[config.mk]
export PLATFORM = sky130hd
export DESIGN_NAME = p3_run_ctrl
export DESIGN_NICKNAME = d
export VERILOG_FILES = /design/src/rtl/p3_run_ctrl.sv
export SDC_FILE = /design/constraint.sdc
export NUM_CORES = 1
export LEC_CHECK = 0
export ABC_AREA = 1
export CORE_UTILIZATION = 45
export DETAILED_ROUTE_END_ITERATION = 10
export GPL_TIMING_DRIVEN = 0
export PLACE_DENSITY = 0.69
export SLEW_MARGIN = 20
export SYNTH_ARGS = -nofsm -noshare
export SYNTH_HDL_FRONTEND = slang
export SYNTH_SLANG_ARGS = --single-unit
[constraint.sdc]
create_clock -name clk_i -period 12.2 [get_ports clk_i]
set_input_delay 2.44 -clock clk_i [delete_from_list [all_inputs] [get_ports clk_i]]
set_output_delay 2.44 -clock clk_i [all_outputs]
set_load 0.01 [all_outputs]
[src/rtl/p3_run_ctrl.sv]
// rtl/p3_run_ctrl.sv - run controller: loads operands, launches the core, reads back and reports the product
//
// Ports:
//   clk_i, reset_i                 single clock, synchronous active-high reset
//   op_valid_i/op_ready_o          operand triple handshake, op_a_i/op_b_i/op_c_i signed bytes
//   dm_addr_o, dm_wr_en_o,         data memory port; dm_rd_data_i is combinational
//   dm_wr_data_o, dm_rd_data_i       on dm_addr_o
//   core_reset_o, core_start_o     core control; a falling edge on core_start_o launches the program
//   core_done_i                    core completion flag
//   res_valid_o/res_ready_i        result handshake; res_prod_o, res_expect_o, res_match_o,
//                                  res_timeout_o read as zero unless res_valid_o is high
module p3_run_ctrl #(
  parameter int unsigned TIMEOUT_CYCLES = 4096,
  parameter logic [7:0]  OP_BASE        = 8'd0,
  parameter logic [7:0]  PROD_BASE      = 8'd4
) (
  input  logic        clk_i,
  input  logic        reset_i,
  input  logic        op_valid_i,
  output logic        op_ready_o,
  input  logic [7:0]  op_a_i,
  input  logic [7:0]  op_b_i,
  input  logic [7:0]  op_c_i,
  output logic [7:0]  dm_addr_o,
  output logic        dm_wr_en_o,
  output logic [7:0]  dm_wr_data_o,
  input  logic [7:0]  dm_rd_data_i,
  output logic        core_reset_o,
  output logic        core_start_o,
  input  logic        core_done_i,
  output logic        res_valid_o,
  input  logic        res_ready_i,
  output logic [23:0] res_prod_o,
  output logic [23:0] res_expect_o,
  output logic        res_match_o,
  output logic        res_timeout_o
);
  localparam int unsigned      CNT_W    = $clog2(TIMEOUT_CYCLES + 1);
  localparam logic [CNT_W-1:0] CNT_LAST = CNT_W'(TIMEOUT_CYCLES - 1);

  typedef enum logic [3:0] {
    S_IDLE, S_LOAD0, S_LOAD1, S_LOAD2, S_ARM, S_LAUNCH,
    S_WAIT, S_RD0, S_RD1, S_RD2, S_REPORT
  } state_e;

  state_e             state_q, state_d;
  logic [7:0]         a_q, a_d, b_q, b_d, c_q, c_d;
  logic [23:0]        prod_q, prod_d;
  logic               timeout_q, timeout_d;
  logic               seen_low_q, seen_low_d;
  logic [CNT_W-1:0]   cnt_q, cnt_d;
  logic signed [23:0] a_ext, b_ext, c_ext;
  logic [23:0]        expect_w;
  logic               report;

  always_ff @(posedge clk_i) begin
    if (reset_i) begin
      state_q    <= S_IDLE;
      a_q        <= '0;
      b_q        <= '0;
      c_q        <= '0;
      prod_q     <= '0;
      timeout_q  <= 1'b0;
      seen_low_q <= 1'b0;
      cnt_q      <= '0;
    end else begin
      state_q    <= state_d;
      a_q        <= a_d;
      b_q        <= b_d;
      c_q        <= c_d;
      prod_q     <= prod_d;
      timeout_q  <= timeout_d;
      seen_low_q <= seen_low_d;
      cnt_q      <= cnt_d;
    end
  end

  // Truncation to 24 bits is exact: |A*B*C| <= 2^21.
  assign a_ext    = {{16{a_q[7]}}, a_q};
  assign b_ext    = {{16{b_q[7]}}, b_q};
  assign c_ext    = {{16{c_q[7]}}, c_q};
  assign expect_w = a_ext * b_ext * c_ext;

  always_comb begin
    state_d      = state_q;
    a_d          = a_q;
    b_d          = b_q;
    c_d          = c_q;
    prod_d       = prod_q;
    timeout_d    = timeout_q;
    seen_low_d   = seen_low_q;
    cnt_d        = cnt_q;
    op_ready_o   = 1'b0;
    dm_addr_o    = '0;
    dm_wr_en_o   = 1'b0;
    dm_wr_data_o = '0;
    core_reset_o = 1'b0;
    core_start_o = 1'b0;
    unique case (state_q)
      S_IDLE: begin
        op_ready_o   = 1'b1;
        core_reset_o = 1'b1;
        core_start_o = 1'b1;
        if (op_valid_i) begin
          a_d       = op_a_i;
          b_d       = op_b_i;
          c_d       = op_c_i;
          prod_d    = '0;
          timeout_d = 1'b0;
          state_d   = S_LOAD0;
        end
      end
      S_LOAD0: begin
        dm_wr_en_o   = 1'b1;
        dm_addr_o    = OP_BASE;
        dm_wr_data_o = a_q;
        core_reset_o = 1'b1;
        core_start_o = 1'b1;
        state_d      = S_LOAD1;
      end
      S_LOAD1: begin
        dm_wr_en_o   = 1'b1;
        dm_addr_o    = OP_BASE + 8'd1;
        dm_wr_data_o = b_q;
        core_reset_o = 1'b1;
        core_start_o = 1'b1;
        state_d      = S_LOAD2;
      end
      S_LOAD2: begin
        dm_wr_en_o   = 1'b1;
        dm_addr_o    = OP_BASE + 8'd2;
        dm_wr_data_o = c_q;
        core_reset_o = 1'b1;
        core_start_o = 1'b1;
        state_d      = S_ARM;
      end
      S_ARM: begin
        core_start_o = 1'b1;
        state_d      = S_LAUNCH;
      end
      S_LAUNCH: begin
        cnt_d      = '0;
        seen_low_d = 1'b0;
        state_d    = S_WAIT;
      end
      S_WAIT: begin
        cnt_d      = cnt_q + CNT_W'(1);
        // A done left high from a previous run must be seen low once before it counts.
        seen_low_d = seen_low_q | ~core_done_i;
        if (seen_low_q && core_done_i) begin
          state_d = S_RD0;
        end else if (cnt_q == CNT_LAST) begin
          timeout_d = 1'b1;
          prod_d    = '0;
          state_d   = S_REPORT;
        end
      end
      S_RD0: begin
        dm_addr_o      = PROD_BASE;
        prod_d[23:16]  = dm_rd_data_i;
        state_d        = S_RD1;
      end
      S_RD1: begin
        dm_addr_o      = PROD_BASE + 8'd1;
        prod_d[15:8]   = dm_rd_data_i;
        state_d        = S_RD2;
      end
      S_RD2: begin
        dm_addr_o      = PROD_BASE + 8'd2;
        prod_d[7:0]    = dm_rd_data_i;
        state_d        = S_REPORT;
      end
      S_REPORT: begin
        // Core goes back into reset in the same cycle the result is taken.
        if (res_ready_i) begin
          core_reset_o = 1'b1;
          core_start_o = 1'b1;
          state_d      = S_IDLE;
        end
      end
      default: state_d = S_IDLE;
    endcase
  end

  assign report        = (state_q == S_REPORT);
  assign res_valid_o   = report;
  assign res_prod_o    = report ? prod_q : '0;
  assign res_expect_o  = report ? expect_w : '0;
  assign res_timeout_o = report & timeout_q;
  assign res_match_o   = report & ~timeout_q & (prod_q == expect_w);

endmodule

### Yosys cells after proc, flatten, opt, wreduce, memory -nomap -nowiden

Index checks and enable logic that the tools add are counted.

| word-level totals | value |
|---|---|
| register bits | 67 |
| output and inout bits | 71 |
| word-level logic and storage cells | 78 |

| cells by class | value |
|---|---|
| add/sub/neg operators | 1 |
| multipliers | 2 |
| equality and inequality tests | 17 |
| multiplexer cells | 26 |
| bitwise operators | 6 |
| reductions and logical operators | 16 |

Operators by type and width:

| kind | count |
|---|---|
| 24-bit 2-to-1 mux | 5 |
| 8-bit one-hot mux with 3 select lines | 4 |
| 4-bit one-hot mux with 11 select lines | 1 |
| 13-bit one-hot mux with 2 select lines | 1 |
| 24-bit equality test | 1 |
| 16-bit by 8-bit multiplier with 24-bit output | 1 |
| 4-bit by 3-bit equality test with 1-bit output, second input constant | 4 |
| 8-bit by 8-bit multiplier with 16-bit output | 1 |
| 4-bit 2-to-1 mux | 4 |
| 4-bit AND reduction | 4 |
| 3-bit one-hot mux with 5 select lines | 1 |
| 13-bit by 1-bit adder with 13-bit output, second input constant | 1 |
| 13-bit by 12-bit equality test with 1-bit output, second input constant | 1 |
| 4-bit equality test, second input constant | 3 |
| 3-bit nonzero test | 3 |
| 4-bit by 2-bit equality test with 1-bit output, second input constant | 2 |
| 2-bit inequality test, second input constant | 4 |
| 1-bit one-hot mux with 2 select lines | 4 |
| 1-bit 2-to-1 mux | 6 |
| 5-bit OR reduction | 1 |
| 4-bit by 1-bit equality test with 1-bit output, second input constant | 1 |
| 4-bit zero test | 1 |
| 2-bit nonzero test | 2 |
| 4-bit OR reduction | 1 |
| other kinds (8) | 11 |

### Logic depth before layout (Yosys ltp)

| logic depth | value |
|---|---|
| depth after elaboration | 4 |
| depth in mapped cells | 44 |
| gate-level depth less buffers | 43 |

### Least setup slack after synthesis

OpenSTA, ideal clock, no wires.

| timing | value |
|---|---|
| path kind | reg-to-output |
| start point | reg b_q[2] |
| end point | out res_match_o |
| data arrival time | 7938 ps |
| required time | 9760 ps |
| path slack | 1822 ps |
| cell stages (with the launch flop) | 41 |
| cells stage by stage | dfxtp_1 -> clkbuf_1 -> nand2_1 -> inv_1 -> fa_1 -> fa_1 -> fa_1 -> inv_1 -> fa_1 -> inv_1 -> ha_1 -> a21oi_1 -> o21ai_0 -> a21oi_2 -> nor2_2 -> o21ai_2 -> nand2_2 -> a21oi_4 -> [5 not listed] -> fa_1 -> inv_1 -> fa_1 -> inv_1 -> ha_1 -> nand2_1 -> nand2_1 -> a21oi_1 -> nor2_1 -> nor3_1 -> nand2_1 -> nand2_1 -> nand2_1 -> nand2_1 -> nand2_1 -> nor2_1 -> nand4_1 -> nor2_1 |

| on the way | value |
|---|---|
| word-level cells in the longest chain between the ends | 4 |

RTL lines:

| what | RTL line | source |
|---|---|---|
| start, declared | 47 | `logic [7:0] a_q, a_d, b_q, b_d, c_q, c_d;` |
| start signal, assigned | 60 | `b_q <= '0;` |
| start signal, assigned | 69 | `b_q <= b_d;` |
| 8-bit by 8-bit multiplier with 16-bit output | 82 | `assign expect_w = a_ext * b_ext * c_ext;` |
| 16-bit by 8-bit multiplier with 24-bit output | 82 |  |
| 24-bit equality test | 190 | `assign res_match_o = report & ~timeout_q & (prod_q == expect_w);` |
| 1-bit bitwise AND | 190 |  |
| end, declared | 35 | `output logic res_match_o,` |

Every way passes these cells.

### Worst setup path after layout

| timing | value |
|---|---|
| start point | reg b_q[0] |
| end point | out res_expect_o[20] |

| on the way | value |
|---|---|
| word-level cells in the longest chain between the ends | 3 |

RTL lines:

| what | RTL line | source |
|---|---|---|
| 8-bit by 8-bit multiplier with 16-bit output | 82 |  |
| 16-bit by 8-bit multiplier with 24-bit output | 82 |  |
| 24-bit 2-to-1 mux | 188 | `assign res_expect_o = report ? expect_w : '0;` |
| end, declared | 34 | `output logic [23:0] res_expect_o,` |

Every way passes these cells.

==> implementation parameters <==
Parameter                              Value

Critical path
  Crit end category ... primary output
  Critical Path Start Type ... flop
  Worst path arrival time ... 9.06 ns
  Gate family responsible for the most delay along the worst path ... adder cells
  Stage delay of the slowest cell on the critical path ... 0.53 ns
  Data required time of the critical path ... 9.76 ns
  Top fanout value on the critical path ... 10
  Beginning of the worst register-to-register path ... cnt_q[0]$_SDFFE_PP0P_
  Category of the critical setup timing path ... flop to primary output
  Worst path most repeated cell ... sky130_fd_sc_hd__inv_1
  Bufs and invs on worst path ... 12
  Timing startpoint of the critical path ... b_q[0]$_SDFFE_PP0P_
  Setup slack on the worst flop-to-flop path ... 9.99 ns
  Slowest library cell on the worst path ... sky130_fd_sc_hd__fa_1

Clock network
  Clock-pin slew on the worst setup and hold paths ... 0.06 ns
  Hold-fix buffer count after cts ... 0
  Clock latency on the worst-skew pair ... 0.34 ns
  CTS Buf Count ... 9
  Clock H-tree levels ... 3
  Clock sink count ... 67
  Deepest clock path buffer count ... 2
  CTS tree ... yes
  Root buffer cell ... sky130_fd_sc_hd__clkbuf_16

Drt
  Drt drc ... 0
  Via count ... 9793
  Number of optimization iterations in the first detailed-route pass ... 5
  ANT nets after route ... 0
  Wirelength, routed ... 28850 um
  Via count normalized by instance count ... 4.958
  Post-detailed-route wirelength per cell ... 14.61 um
  First DRT Iteration DRCs ... 550

STA
  Worst slew margin relative to its limit ... 0.5803
  Top achievable clock speed ... 86.99 MHz
  Count of pins over their slew limit ... 0
  Final hold vios ... 0
  Setup Skew ... 0.007504 ns
  Final setup TNS ... 0 ns
  Post-route minimum period ... 11.50 ns
  Final number of setup-violating endpoints ... 0
  Setup repair after global routing missed its margin ... no
  Period utilization ... 0.9423
  Worst-margin pin slew ... 0.6296 ns

Yosys
  Number of synthesized flops with an enable pin ... 0
  Number of storage elements in the synthesis netlist ... 67
  Prevailing post-synth register cell ... sky130_fd_sc_hd__dfxtp_1
  Cell type with the highest aggregate area in the netlist ... sky130_fd_sc_hd__fa_1
  Largest cells by area after synthesis ... sky130_fd_sc_hd__fa_1 (29%), sky130_fd_sc_hd__inv_1 (14%), sky130_fd_sc_hd__dfxtp_1 (12%)
  Fraction of registers with async set/reset ... 0
  Synthesized netlist cell count ... 1546
  Cell area after technology mapping ... 0.01089 sq mm
  Area share of the largest cell type after synthesis ... 0.2904
  Leading cell type by number of instances after synthesis ... sky130_fd_sc_hd__inv_1
  Total of warnings raised by yosys ... 0
  Synthesized area divided by synthesized cell count ... 7.046 sq um
  Commonest cells in the netlist ... sky130_fd_sc_hd__inv_1 (395), sky130_fd_sc_hd__nand2_1 (317), sky130_fd_sc_hd__nor2_1 (175)
  Distinct cells, synth ... 50
  Post-synthesis sequential area ratio ... 0.1231

Global routing
  Total overflow reported by the global router ... 0
  Number of antenna violations at the first check in global routing ... 0
  Total track usage ... 0.2483
  Vias in the first global route ... 9841
  First-pass GRT wire length ... 48060 um
  Pin count of the biggest net entering global routing ... 13

Run
  Max-cap violation count ... 0

Floorplanning
  # rows ... 56
  Starting Density ... 0.4613
  Die span in y ... 157.6 um
  Number of primary I/O pins ... 108
  Die extent in x ... 157.6 um
  Die area ... 0.02483 sq mm
  Placeable core region ... 0.02361 sq mm

Placement
  Total half-perimeter wirelength after legalization and detailed placement ... 24110 um
  Final weighted congestion of routability-driven global placement ... 0.9255
  IO Port Bufs ... 102

Min path
  Worst min path class ... flop to flop
  Hold path startpoint ... prod_q[15]$_SDFFE_PP0P_

Cells and area
  Antenna Diode Count ... 0
  Final-layout fill cell count ... 2367
  Area overhead of the layout relative to synthesis ... 16.23%
  Fin nets ... 1921
  Share of final-layout standard cells stronger than drive strength 1 ... 0.04771

Outcome
  Status ... finished clean
-- layout by cell type (no fill, tap or decap), types with 4 or more instances in the layout --
cell type and n:
sky130_fd_sc_hd__a211oi_1 4, sky130_fd_sc_hd__a21oi_1 88, sky130_fd_sc_hd__a21oi_2 7, sky130_fd_sc_hd__a221oi_1 4, sky130_fd_sc_hd__buf_4 6, sky130_fd_sc_hd__clkbuf_1 29
sky130_fd_sc_hd__clkbuf_16 9, sky130_fd_sc_hd__clkdlybuf4s50_1 101, sky130_fd_sc_hd__conb_1 5, sky130_fd_sc_hd__dfxtp_1 57, sky130_fd_sc_hd__dfxtp_2 9, sky130_fd_sc_hd__fa_1 157
sky130_fd_sc_hd__ha_1 75, sky130_fd_sc_hd__inv_1 395, sky130_fd_sc_hd__nand2_1 317, sky130_fd_sc_hd__nand3_1 55, sky130_fd_sc_hd__nand4_1 4, sky130_fd_sc_hd__nor2_1 175
sky130_fd_sc_hd__nor2_2 9, sky130_fd_sc_hd__nor2_4 5, sky130_fd_sc_hd__nor3_1 4, sky130_fd_sc_hd__o21ai_0 45, sky130_fd_sc_hd__o21ai_1 5, sky130_fd_sc_hd__o21bai_1 4
sky130_fd_sc_hd__o221ai_1 8, sky130_fd_sc_hd__or2_2 5, sky130_fd_sc_hd__xnor2_1 10, sky130_fd_sc_hd__xor2_1 15
-- through the flow --
stage	hold slack (ns)	instance area [sq um]	utilization	instances	worst slack, ns
2_1_floorplan	0.4401	10910	-	1550	1.822
3_3_place_gp	0.4480	12330	0.5221	1971	0.3045
3_5_place_dp	0.4570	12330	0.5221	1971	0.2435
4_1_cts	0.4661	12640	0.5354	1986	0.05502
5_1_grt	0.4825	12660	0.5362	1975	0.1470
6_report	0.4664	12660	0.5362	1975	0.7038
-- worst paths after layout --
kind / to / cells past startpoint
setup / recovery: res_expect_o[20] / 40
hold / removal: prod_q[15]$_SDFFE_PP0P_ / 2
setup reg to reg: prod_q[22]$_SDFFE_PP0P_ / 12
hold reg to reg: prod_q[15]$_SDFFE_PP0P_ / 2
-- metal layers --
layer	GRT usage	wire (um)	vias up	part of all wire
li1	-	-	4777	-
met1	0.3278	12620	4722	0.44
met2	0.4269	14080	256	0.49
met3	0.03039	1573	38	0.055
met4	0.06981	571	0	0.020
met5	0	0	-	0
-- sequential cells by signal, indices dropped and copies added, names as in the netlist --
name / cells
cnt_q: 13
prod_q: 24
a_q: 8
seen_low_q: 1
state_q: 4
c_q: 8
timeout_q: 1
b_q: 8
-- final cells by class --
| class | count | area (sq um) | share of cell area |
|---|---|---|---|
| multi-input combinational | 1032 | 7891 | 0.6233 |
| sequential | 67 | 1356 | 0.1071 |
| clock inverter | 6 | 88.84 | 0.007016 |
| timing repair buffer | 103 | 1031 | 0.08143 |
| inverter | 401 | 1505 | 0.1189 |
| clock buffer | 10 | 229.0 | 0.01808 |
| tap | 319 | 399.1 | 0.03152 |
| buffer | 37 | 160.2 | 0.01265 |
-- logic make-up after synthesis --
kind of cell | count (synthesis) | share of synthesized area
AO/OA/AOI/OAI | 177 | 0.09407
XOR/XNOR | 29 | 0.02630
adder cells (fa/ha/maj) | 233 | 0.3765
buffers and inverters | 451 | 0.1574
flip-flops | 67 | 0.1231
other | 1 | 0.0003443
AND/OR/NAND/NOR | 588 | 0.2223
-- worst reg2reg max path: cells and delay by family, from the launching register on --
family,cells,cell delay (ns)
simple gates,9,1.08
compound gates,2,0.39
flops,1,0.38
fa+ha+maj,1,0.22
-- repair_timing --
action / CTS / global route
setup endpoints to repair: 1 / 8
gates resized for setup: 0 / 20
buffers inserted: 0 / 1
pin swaps: 0 / 3
Power is left out: the tool's default activity adds up to more than one toggle a clock period on the data nets, which glitch-free logic cannot reach.
